--- src/rtl/mem_port_arbiter_pkg.sv ---
// arb_pkg: shared types and constants for the memory port arbiter.
//   arb_state_e : FSM state encoding (ARB_IDLE, ARB_REQ, ARB_RESP)
//   OWN_IF/OWN_LS : owner encoding, also the value driven on sel
//   ARB_AW/ARB_DW : default address/data widths
package arb_pkg;

  localparam int ARB_AW = 32;
  localparam int ARB_DW = 32;

  localparam logic OWN_IF = 1'b0;
  localparam logic OWN_LS = 1'b1;

  typedef enum logic [1:0] {
    ARB_IDLE = 2'd0,
    ARB_REQ  = 2'd1,
    ARB_RESP = 2'd2
  } arb_state_e;

endpackage

--- src/rtl/mem_port_arbiter_if.sv ---
// mem_port_arbiter_if: bundles the fetch port, load/store port, memory port
// and the shared datapath select of the memory port arbiter.
//   slave  : arbiter view (requests and memory responses in; grants,
//            responses, memory request and sel out)
//   master : environment view (fetch/LSU stages plus memory)
interface mem_port_arbiter_if
  import arb_pkg::*;
#(
  parameter int AW = ARB_AW,
  parameter int DW = ARB_DW
);

  logic            if_req;
  logic [AW-1:0]   if_addr;
  logic            if_gnt;
  logic            if_rvalid;
  logic [DW-1:0]   if_rdata;

  logic            ls_req;
  logic            ls_we;
  logic [AW-1:0]   ls_addr;
  logic [DW-1:0]   ls_wdata;
  logic [DW/8-1:0] ls_wstrb;
  logic            ls_gnt;
  logic            ls_rvalid;
  logic [DW-1:0]   ls_rdata;

  logic            mem_req;
  logic            mem_we;
  logic [AW-1:0]   mem_addr;
  logic [DW-1:0]   mem_wdata;
  logic [DW/8-1:0] mem_wstrb;
  logic            mem_gnt;
  logic            mem_rvalid;
  logic [DW-1:0]   mem_rdata;

  logic            sel;

  modport slave (
    input  if_req, if_addr,
    output if_gnt, if_rvalid, if_rdata,
    input  ls_req, ls_we, ls_addr, ls_wdata, ls_wstrb,
    output ls_gnt, ls_rvalid, ls_rdata,
    output mem_req, mem_we, mem_addr, mem_wdata, mem_wstrb,
    input  mem_gnt, mem_rvalid, mem_rdata,
    output sel
  );

  modport master (
    output if_req, if_addr,
    input  if_gnt, if_rvalid, if_rdata,
    output ls_req, ls_we, ls_addr, ls_wdata, ls_wstrb,
    input  ls_gnt, ls_rvalid, ls_rdata,
    input  mem_req, mem_we, mem_addr, mem_wdata, mem_wstrb,
    output mem_gnt, mem_rvalid, mem_rdata,
    input  sel
  );

endinterface

--- src/rtl/mem_port_arbiter_pick.sv ---
// arb_pick: combinational winner selection between fetch and load/store.
// Build option ARB_ROUND_ROBIN_EN: when defined, a tie goes to the port that
// did not win last (last = previous winner); otherwise load/store always
// beats fetch and no last-owner input exists.
//   req_if, req_ls : pending requests
//   last           : previous winner (round-robin build only)
//   any            : at least one request pending
//   win            : winning owner (OWN_IF / OWN_LS), valid when any=1
module arb_pick
  import arb_pkg::*;
(
  input  logic req_if,
  input  logic req_ls,
  output logic any,
  output logic win
`ifdef ARB_ROUND_ROBIN_EN
  ,
  input  logic last
`endif
);

  assign any = req_if | req_ls;

`ifdef ARB_ROUND_ROBIN_EN
  always_comb begin
    win = OWN_IF;
    if (req_if && req_ls) begin
      win = ~last;
    end else if (req_ls) begin
      win = OWN_LS;
    end
  end
`else
  always_comb begin
    win = OWN_IF;
    if (req_ls) begin
      win = OWN_LS;
    end
  end
`endif

endmodule

--- src/rtl/mem_port_arbiter.sv ---
// mem_port_arbiter: shares the core's single memory port between
// instruction fetch (read-only) and load/store (read/write). One transaction
// is outstanding at a time; the winner's fields are latched at grant and
// held on the memory port until the memory accepts, then the response is
// routed back to the owning port.
// Build option ARB_ROUND_ROBIN_EN: round-robin tie-break (fetch wins the
// first tie after reset); undefined gives fixed load/store priority.
//   clk   : rising-edge clock
//   rst_n : synchronous active-low reset
//   bus   : mem_port_arbiter_if.slave (fetch, load/store, memory, sel)
//
// state    | meaning
// ---------+------------------------------------------------------------
// ARB_IDLE | no transaction; grant and latch a winner if any request
// ARB_REQ  | mem_req asserted with latched fields, waiting for mem_gnt
// ARB_RESP | accepted by memory, waiting for mem_rvalid
module mem_port_arbiter
  import arb_pkg::*;
#(
  parameter int AW = ARB_AW,
  parameter int DW = ARB_DW
) (
  input  logic clk,
  input  logic rst_n,
  mem_port_arbiter_if.slave bus
);

  arb_state_e state, state_nxt;

  logic            owner_q;
  logic            we_q;
  logic [AW-1:0]   addr_q;
  logic [DW-1:0]   wdata_q;
  logic [DW/8-1:0] wstrb_q;

  logic pick_any;
  logic pick_win;
  logic latch_en;

  logic if_gnt, ls_gnt, if_rvalid, ls_rvalid, mem_req;

`ifdef ARB_ROUND_ROBIN_EN
  logic last_q;

  arb_pick u_pick (
    .req_if (bus.if_req),
    .req_ls (bus.ls_req),
    .any    (pick_any),
    .win    (pick_win),
    .last   (last_q)
  );

  // Reset to OWN_LS so fetch takes the first tie.
  always_ff @(posedge clk) begin
    if (!rst_n) begin
      last_q <= OWN_LS;
    end else if (latch_en) begin
      last_q <= pick_win;
    end
  end
`else
  arb_pick u_pick (
    .req_if (bus.if_req),
    .req_ls (bus.ls_req),
    .any    (pick_any),
    .win    (pick_win)
  );
`endif

  always_ff @(posedge clk) begin
    if (!rst_n) begin
      state <= ARB_IDLE;
    end else begin
      state <= state_nxt;
    end
  end

  always_comb begin
    state_nxt = state;
    latch_en  = 1'b0;
    if_gnt    = 1'b0;
    ls_gnt    = 1'b0;
    if_rvalid = 1'b0;
    ls_rvalid = 1'b0;
    mem_req   = 1'b0;
    unique case (state)
      ARB_IDLE: begin
        if (pick_any) begin
          latch_en  = 1'b1;
          if_gnt    = (pick_win == OWN_IF);
          ls_gnt    = (pick_win == OWN_LS);
          state_nxt = ARB_REQ;
        end
      end
      ARB_REQ: begin
        mem_req = 1'b1;
        if (bus.mem_gnt) begin
          state_nxt = ARB_RESP;
        end
      end
      ARB_RESP: begin
        if (bus.mem_rvalid) begin
          if_rvalid = (owner_q == OWN_IF);
          ls_rvalid = (owner_q == OWN_LS);
          state_nxt = ARB_IDLE;
        end
      end
      default: begin
        state_nxt = ARB_IDLE;
      end
    endcase
  end

  // Fetch is read-only, so its we/wstrb/wdata are forced to zero when latched.
  always_ff @(posedge clk) begin
    if (!rst_n) begin
      owner_q <= OWN_IF;
      we_q    <= 1'b0;
      addr_q  <= '0;
      wdata_q <= '0;
      wstrb_q <= '0;
    end else if (latch_en) begin
      owner_q <= pick_win;
      if (pick_win == OWN_LS) begin
        we_q    <= bus.ls_we;
        addr_q  <= bus.ls_addr;
        wdata_q <= bus.ls_wdata;
        wstrb_q <= bus.ls_wstrb;
      end else begin
        we_q    <= 1'b0;
        addr_q  <= bus.if_addr;
        wdata_q <= '0;
        wstrb_q <= '0;
      end
    end
  end

  assign bus.if_gnt    = if_gnt;
  assign bus.ls_gnt    = ls_gnt;
  assign bus.if_rvalid = if_rvalid;
  assign bus.ls_rvalid = ls_rvalid;
  assign bus.if_rdata  = bus.mem_rdata;
  assign bus.ls_rdata  = bus.mem_rdata;

  assign bus.mem_req   = mem_req;
  assign bus.mem_we    = we_q;
  assign bus.mem_addr  = addr_q;
  assign bus.mem_wdata = wdata_q;
  assign bus.mem_wstrb = wstrb_q;

  // sel holds the last owner through IDLE so the shared mux does not toggle.
  assign bus.sel       = owner_q;

endmodule

--- src/flat_wrapper.sv ---
// flat-port wrapper written by rule: the top's interface ports become plain ports
module mem_port_arbiter_flat import arb_pkg::*;
#(
  parameter int AW = ARB_AW,
  parameter int DW = ARB_DW
)
  (clk, rst_n, bus_if_req, bus_if_addr, bus_if_gnt, bus_if_rvalid, bus_if_rdata, bus_ls_req, bus_ls_we, bus_ls_addr, bus_ls_wdata, bus_ls_wstrb, bus_ls_gnt, bus_ls_rvalid, bus_ls_rdata, bus_mem_req, bus_mem_we, bus_mem_addr, bus_mem_wdata, bus_mem_wstrb, bus_mem_gnt, bus_mem_rvalid, bus_mem_rdata, bus_sel);
  mem_port_arbiter_if #(.AW(AW), .DW(DW)) bus_i ();
  input  logic clk;
  input  logic rst_n;
  input wire logic [$bits(bus_i.if_req)-1:0] bus_if_req;
  input wire logic [$bits(bus_i.if_addr)-1:0] bus_if_addr;
  output wire logic [$bits(bus_i.if_gnt)-1:0] bus_if_gnt;
  output wire logic [$bits(bus_i.if_rvalid)-1:0] bus_if_rvalid;
  output wire logic [$bits(bus_i.if_rdata)-1:0] bus_if_rdata;
  input wire logic [$bits(bus_i.ls_req)-1:0] bus_ls_req;
  input wire logic [$bits(bus_i.ls_we)-1:0] bus_ls_we;
  input wire logic [$bits(bus_i.ls_addr)-1:0] bus_ls_addr;
  input wire logic [$bits(bus_i.ls_wdata)-1:0] bus_ls_wdata;
  input wire logic [$bits(bus_i.ls_wstrb)-1:0] bus_ls_wstrb;
  output wire logic [$bits(bus_i.ls_gnt)-1:0] bus_ls_gnt;
  output wire logic [$bits(bus_i.ls_rvalid)-1:0] bus_ls_rvalid;
  output wire logic [$bits(bus_i.ls_rdata)-1:0] bus_ls_rdata;
  output wire logic [$bits(bus_i.mem_req)-1:0] bus_mem_req;
  output wire logic [$bits(bus_i.mem_we)-1:0] bus_mem_we;
  output wire logic [$bits(bus_i.mem_addr)-1:0] bus_mem_addr;
  output wire logic [$bits(bus_i.mem_wdata)-1:0] bus_mem_wdata;
  output wire logic [$bits(bus_i.mem_wstrb)-1:0] bus_mem_wstrb;
  input wire logic [$bits(bus_i.mem_gnt)-1:0] bus_mem_gnt;
  input wire logic [$bits(bus_i.mem_rvalid)-1:0] bus_mem_rvalid;
  input wire logic [$bits(bus_i.mem_rdata)-1:0] bus_mem_rdata;
  output wire logic [$bits(bus_i.sel)-1:0] bus_sel;
  assign bus_i.if_req = bus_if_req;
  assign bus_i.if_addr = bus_if_addr;
  assign bus_if_gnt = bus_i.if_gnt;
  assign bus_if_rvalid = bus_i.if_rvalid;
  assign bus_if_rdata = bus_i.if_rdata;
  assign bus_i.ls_req = bus_ls_req;
  assign bus_i.ls_we = bus_ls_we;
  assign bus_i.ls_addr = bus_ls_addr;
  assign bus_i.ls_wdata = bus_ls_wdata;
  assign bus_i.ls_wstrb = bus_ls_wstrb;
  assign bus_ls_gnt = bus_i.ls_gnt;
  assign bus_ls_rvalid = bus_i.ls_rvalid;
  assign bus_ls_rdata = bus_i.ls_rdata;
  assign bus_mem_req = bus_i.mem_req;
  assign bus_mem_we = bus_i.mem_we;
  assign bus_mem_addr = bus_i.mem_addr;
  assign bus_mem_wdata = bus_i.mem_wdata;
  assign bus_mem_wstrb = bus_i.mem_wstrb;
  assign bus_i.mem_gnt = bus_mem_gnt;
  assign bus_i.mem_rvalid = bus_mem_rvalid;
  assign bus_i.mem_rdata = bus_mem_rdata;
  assign bus_sel = bus_i.sel;
  mem_port_arbiter #(.AW(AW), .DW(DW)) u_core (.clk(clk), .rst_n(rst_n), .bus(bus_i));
endmodule
--- config.mk ---
export PLATFORM = sky130hd
export DESIGN_NAME = mem_port_arbiter_flat
export DESIGN_NICKNAME = d
export VERILOG_FILES = /design/src/rtl/mem_port_arbiter_pkg.sv /design/src/rtl/mem_port_arbiter_if.sv /design/src/rtl/mem_port_arbiter_pick.sv /design/src/rtl/mem_port_arbiter.sv /design/src/flat_wrapper.sv
export SDC_FILE = /design/constraint.sdc
export NUM_CORES = 1
export LEC_CHECK = 0
export ABC_AREA = 0
export CAP_MARGIN = 20
export CORE_AREA = 2 2 107 109
export CTS_BUF_LIST = sky130_fd_sc_hd__clkbuf_4
export DETAILED_ROUTE_END_ITERATION = 8
export DIE_AREA = 0 0 109 111
export PLACE_DENSITY = 0.83
export RECOVER_POWER = 100
export SETUP_SLACK_MARGIN = 0.15
export SYNTH_ARGS = -nofsm -noshare
export SYNTH_HDL_FRONTEND = slang
export SYNTH_HIERARCHICAL = 1
export SYNTH_SLANG_ARGS = --single-unit
--- constraint.sdc ---
create_clock -name clk -period 2 [get_ports clk]
set_input_delay 0.4 -clock clk [delete_from_list [all_inputs] [get_ports clk]]
set_output_delay 0.4 -clock clk [all_outputs]
set_load 0.005 [all_outputs]
==> results.tsv, run 1 <==
stage	metric	value	unit
run_status	status	finished clean	
setup_path	r2r_end	u_core/bus.mem_addr[24]	
synthesis	synthTopCellsByCount	76 x nand3_1, 72 x dfxtp_1, 65 x buf_4, 37 x o21ai_0, 32 x mux2i_1	
global_routing	grt_pass1_vias	2826	
final_layout	drive_gt1_frac	0.07143	
setup_path	worstSetupEndpointType	output pin	
synthesis	syn_inst	363	
global_routing	use_met3	0.06232	
die	die_w	109	µm
die	die_y	111	µm
global_routing	gr-total-overflow	0	
placement	post-dp-hpwl	6.708	mm
die	initial_core_util	0.3103	
final_layout	n_fill_cell	1066	
setup_path	crit_type	reg2out	
global_routing	grtUsageMet2	0.2306	
power	max-vdd-ir-drop	0.0003075	V
routing	drt_iter0_drc	58	
setup_path	startpoint_type	flop	
clock_tree	clk_pin_slew	0.11	ns
synthesis	syn-num-nets	502	
sta	finClkSkew	0.01585	ns
sta	period_needed	1.808	ns
sta	setup_viol	0	
setup_path	r2r_cells	4	
setup_path	crit_fanout	4	
placement	dpl_cell_area	0.004838	mm²
final_layout	seqCellArea	0.001441	mm²
routing	vias	2969	
routing	dr.pass1.iters	4	
global_routing	antenna_found_initial	0	
sta	setup_tns	0	ns
placement	io_buffers	181	
final_layout	num_antenna_cells	0	
global_routing	grt_max_degree	65	
clock_tree	cts_buffer_depth	2	
sta	relSlewSlack	0.4285	
sta	hold_viol	0	
routing	antenna_left	0	
die	die_area	0.01210	mm²
sta	post-route-period-util	0.9039	
setup_path	cp-endpoint	bus_ls_gnt	
synthesis	synth.area.top_cells	dfxtp_1 42%, buf_4 14%, nand3_1 11%	
final_layout	synthToLayoutAreaGrowth	43.98	%
routing	drc	0	
synthesis	yosysSeqAreaShare	0.4194	
placement	post-place-ws	-0.3812	ns
worst_hold_path	hp-class	in2reg	
clock_tree	cts-root-buf	clkbuf_4	
clock_tree	ctsHoldBuffers	0	
synthesis	netlist_area	0.003437	mm²
sta	slew_viol_final	0	
final_layout	final_nets	610	
synthesis	synthArstFlopShare	0	
setup_path	timing.rr.start	u_core/state[0]	
flow_run	maxCapViolations	0	
setup_path	arrival	1.41	ns
global_routing	grt_usage	0.1416	
clock_tree	htree_levels	3	
setup_path	crit_start	u_core/state[1]	
routing	postRouteWirelength	9.226	mm
synthesis	synth_top_cell_by_area	dfxtp_1	
clock_tree	clkLatencyLatePin	0.42	ns
synthesis	synth_ff_type	dfxtp_1	
synthesis	synth_enable_flop_cells	0	
die	ios	278	
final_layout	multi_input_area	0.001289	mm²
global_routing	grt_pass1_wl	13.43	mm
synthesis	synth.top_cell.area_share	0.4194	
worst_hold_path	min_path_cells	3	
sta	rsz0062_at_grt	true	
routing	vias_per_cell	4.796	
clock_tree	clkSinkCount	72	
synthesis	ys_ff_latch	72	
die	fp-row-count	39	
routing	drt-wirelength-per-cell	14.90	µm
setup_path	r2r_setup_slack	0.34	ns
sta	worst_pin_slew	0.8572	ns
clock_tree	cts_tree	done	
global_routing	busiest_layer	met2	
power	cellLeakagePower	2.020	nW
final_layout	post-route-cell-area	0.004949	mm²
global_routing	use_met1	0.1531	
synthesis	ys_warn_count	6	
sta	layout_setup_ws	0.1922	ns
synthesis	yosys.cell_count.top_type	nand3_1	
synthesis	ys_types	22	
power	power.density	679.8	mW/mm²
synthesis	avgSynthCellArea	9.468	µm²
placement	place.gp.congestion	0.6855	
die	core_area	0.01108	mm²
clock_tree	cts_inserted_buffers	9	
sta	max_freq	553.2	MHz
setup_path	critical_path_required	1.60	ns
## registers in the layout (all words and copies together) (netlist names)
signal,cells
u_core/bus.mem_we,1
u_core/state,2
u_core/bus.mem_wstrb,4
u_core/bus.mem_addr,32
u_core/bus.mem_wdata,32
u_core/bus.sel,1
## cell usage in the layout, fill, tap and decap left out, types with 2 or more instances in the layout
cell type	instances
nor3b_1	2
buf_4	10
dfxtp_1	72
nor2b_1	2
o21ai_0	37
clkdlybuf4s50_1	103
bufinv_16	2
and2_2	2
nor2_1	2
clkbuf_4	10
buf_2	2
clkbuf_2	2
o2bb2ai_1	31
clkbuf_1	2
dlygate4sd2_1	3
clkinvlp_4	2
nand2_1	3
dlygate4sd3_1	70
nand3_1	76
mux2i_1	32
## kinds of logic (layout without fill, tap and decap cells)
group	Yosys count	after routing	share of synthesized area
multiplexers	32	32	0.09319
buffers and inverters	97	209	0.1926
AND/OR/NAND/NOR	91	92	0.1369
AO/OA/AOI/OAI	71	71	0.1580
flip-flops	72	72	0.4194
## layer usage
layer	up-vias	share of wire
li1	1444	-
met1	1343	0.40
met2	157	0.46
met3	25	0.13
met4	0	0.022
met5	-	0
## stage by stage
| stage | util | cells | hold slack, ns | total power, mW |
|---|---|---|---|---|
| detailed placement | 0.4368 | 599 | 0.4466 | 2.443 |
| global route | 0.4467 | 619 | 0.3183 | 3.556 |
| floorplan | - | 363 | 0.4558 | 2.051 |
| global placement | 0.4368 | 599 | 0.4428 | 2.417 |
| CTS | 0.4534 | 617 | 0.2975 | 3.493 |
| finish | 0.4467 | 619 | 0.3483 | 3.364 |
## timing repair
action	in CTS	in global routing
cloned	0	1
endpoints found under the setup margin	37	4
resized for setup	17	4
buffers inserted	2	1
pin swaps	2	1
## worst min path at each step
stage,startpoint,endpoint,slack [ns]
final,rst_n,u_core/bus.mem_wdata[1],0.35
after CTS,rst_n,u_core/bus.mem_wdata[2],0.30
after detailed placement,u_core/bus.mem_addr[25],u_core/bus.mem_addr[25],0.45
after floorplan,u_core/bus.mem_addr[10],u_core/bus.mem_addr[10],0.46
after global routing,rst_n,u_core/bus.mem_wdata[2],0.32
after global placement,u_core/bus.mem_addr[21],u_core/bus.mem_addr[21],0.44
## final cells by class
class,count,share of cell area
flip-flops and latches,72,0.2913
repair buffers,193,0.3800
clock buffers,10,0.01517
clock inverters,6,0.01694
well taps,143,0.03616
multi-input cells,195,0.2604
## power by group
part | switching [mW] | internal (mW)
Clock | 0.509 | 0.515
Sequential | 0.0551 | 1.55
Combinational | 0.300 | 0.439
Total | 0.864 | 2.50
## worst max-delay path, stage by stage (launching register included)
cell     delay [ns]
dfxtp_1        0.33
buf_4          0.15
nor3b_1        0.25
and2_0         0.16
buf_2          0.11
(Power assumes the default switching activity.)
==> run 2, diff against run 1 <==
Settings changed: SKIP_LAST_GASP set to 1.
==> results of run 2 <==
Same layout as run 1: the final DEF is identical, and so are final timing and power.
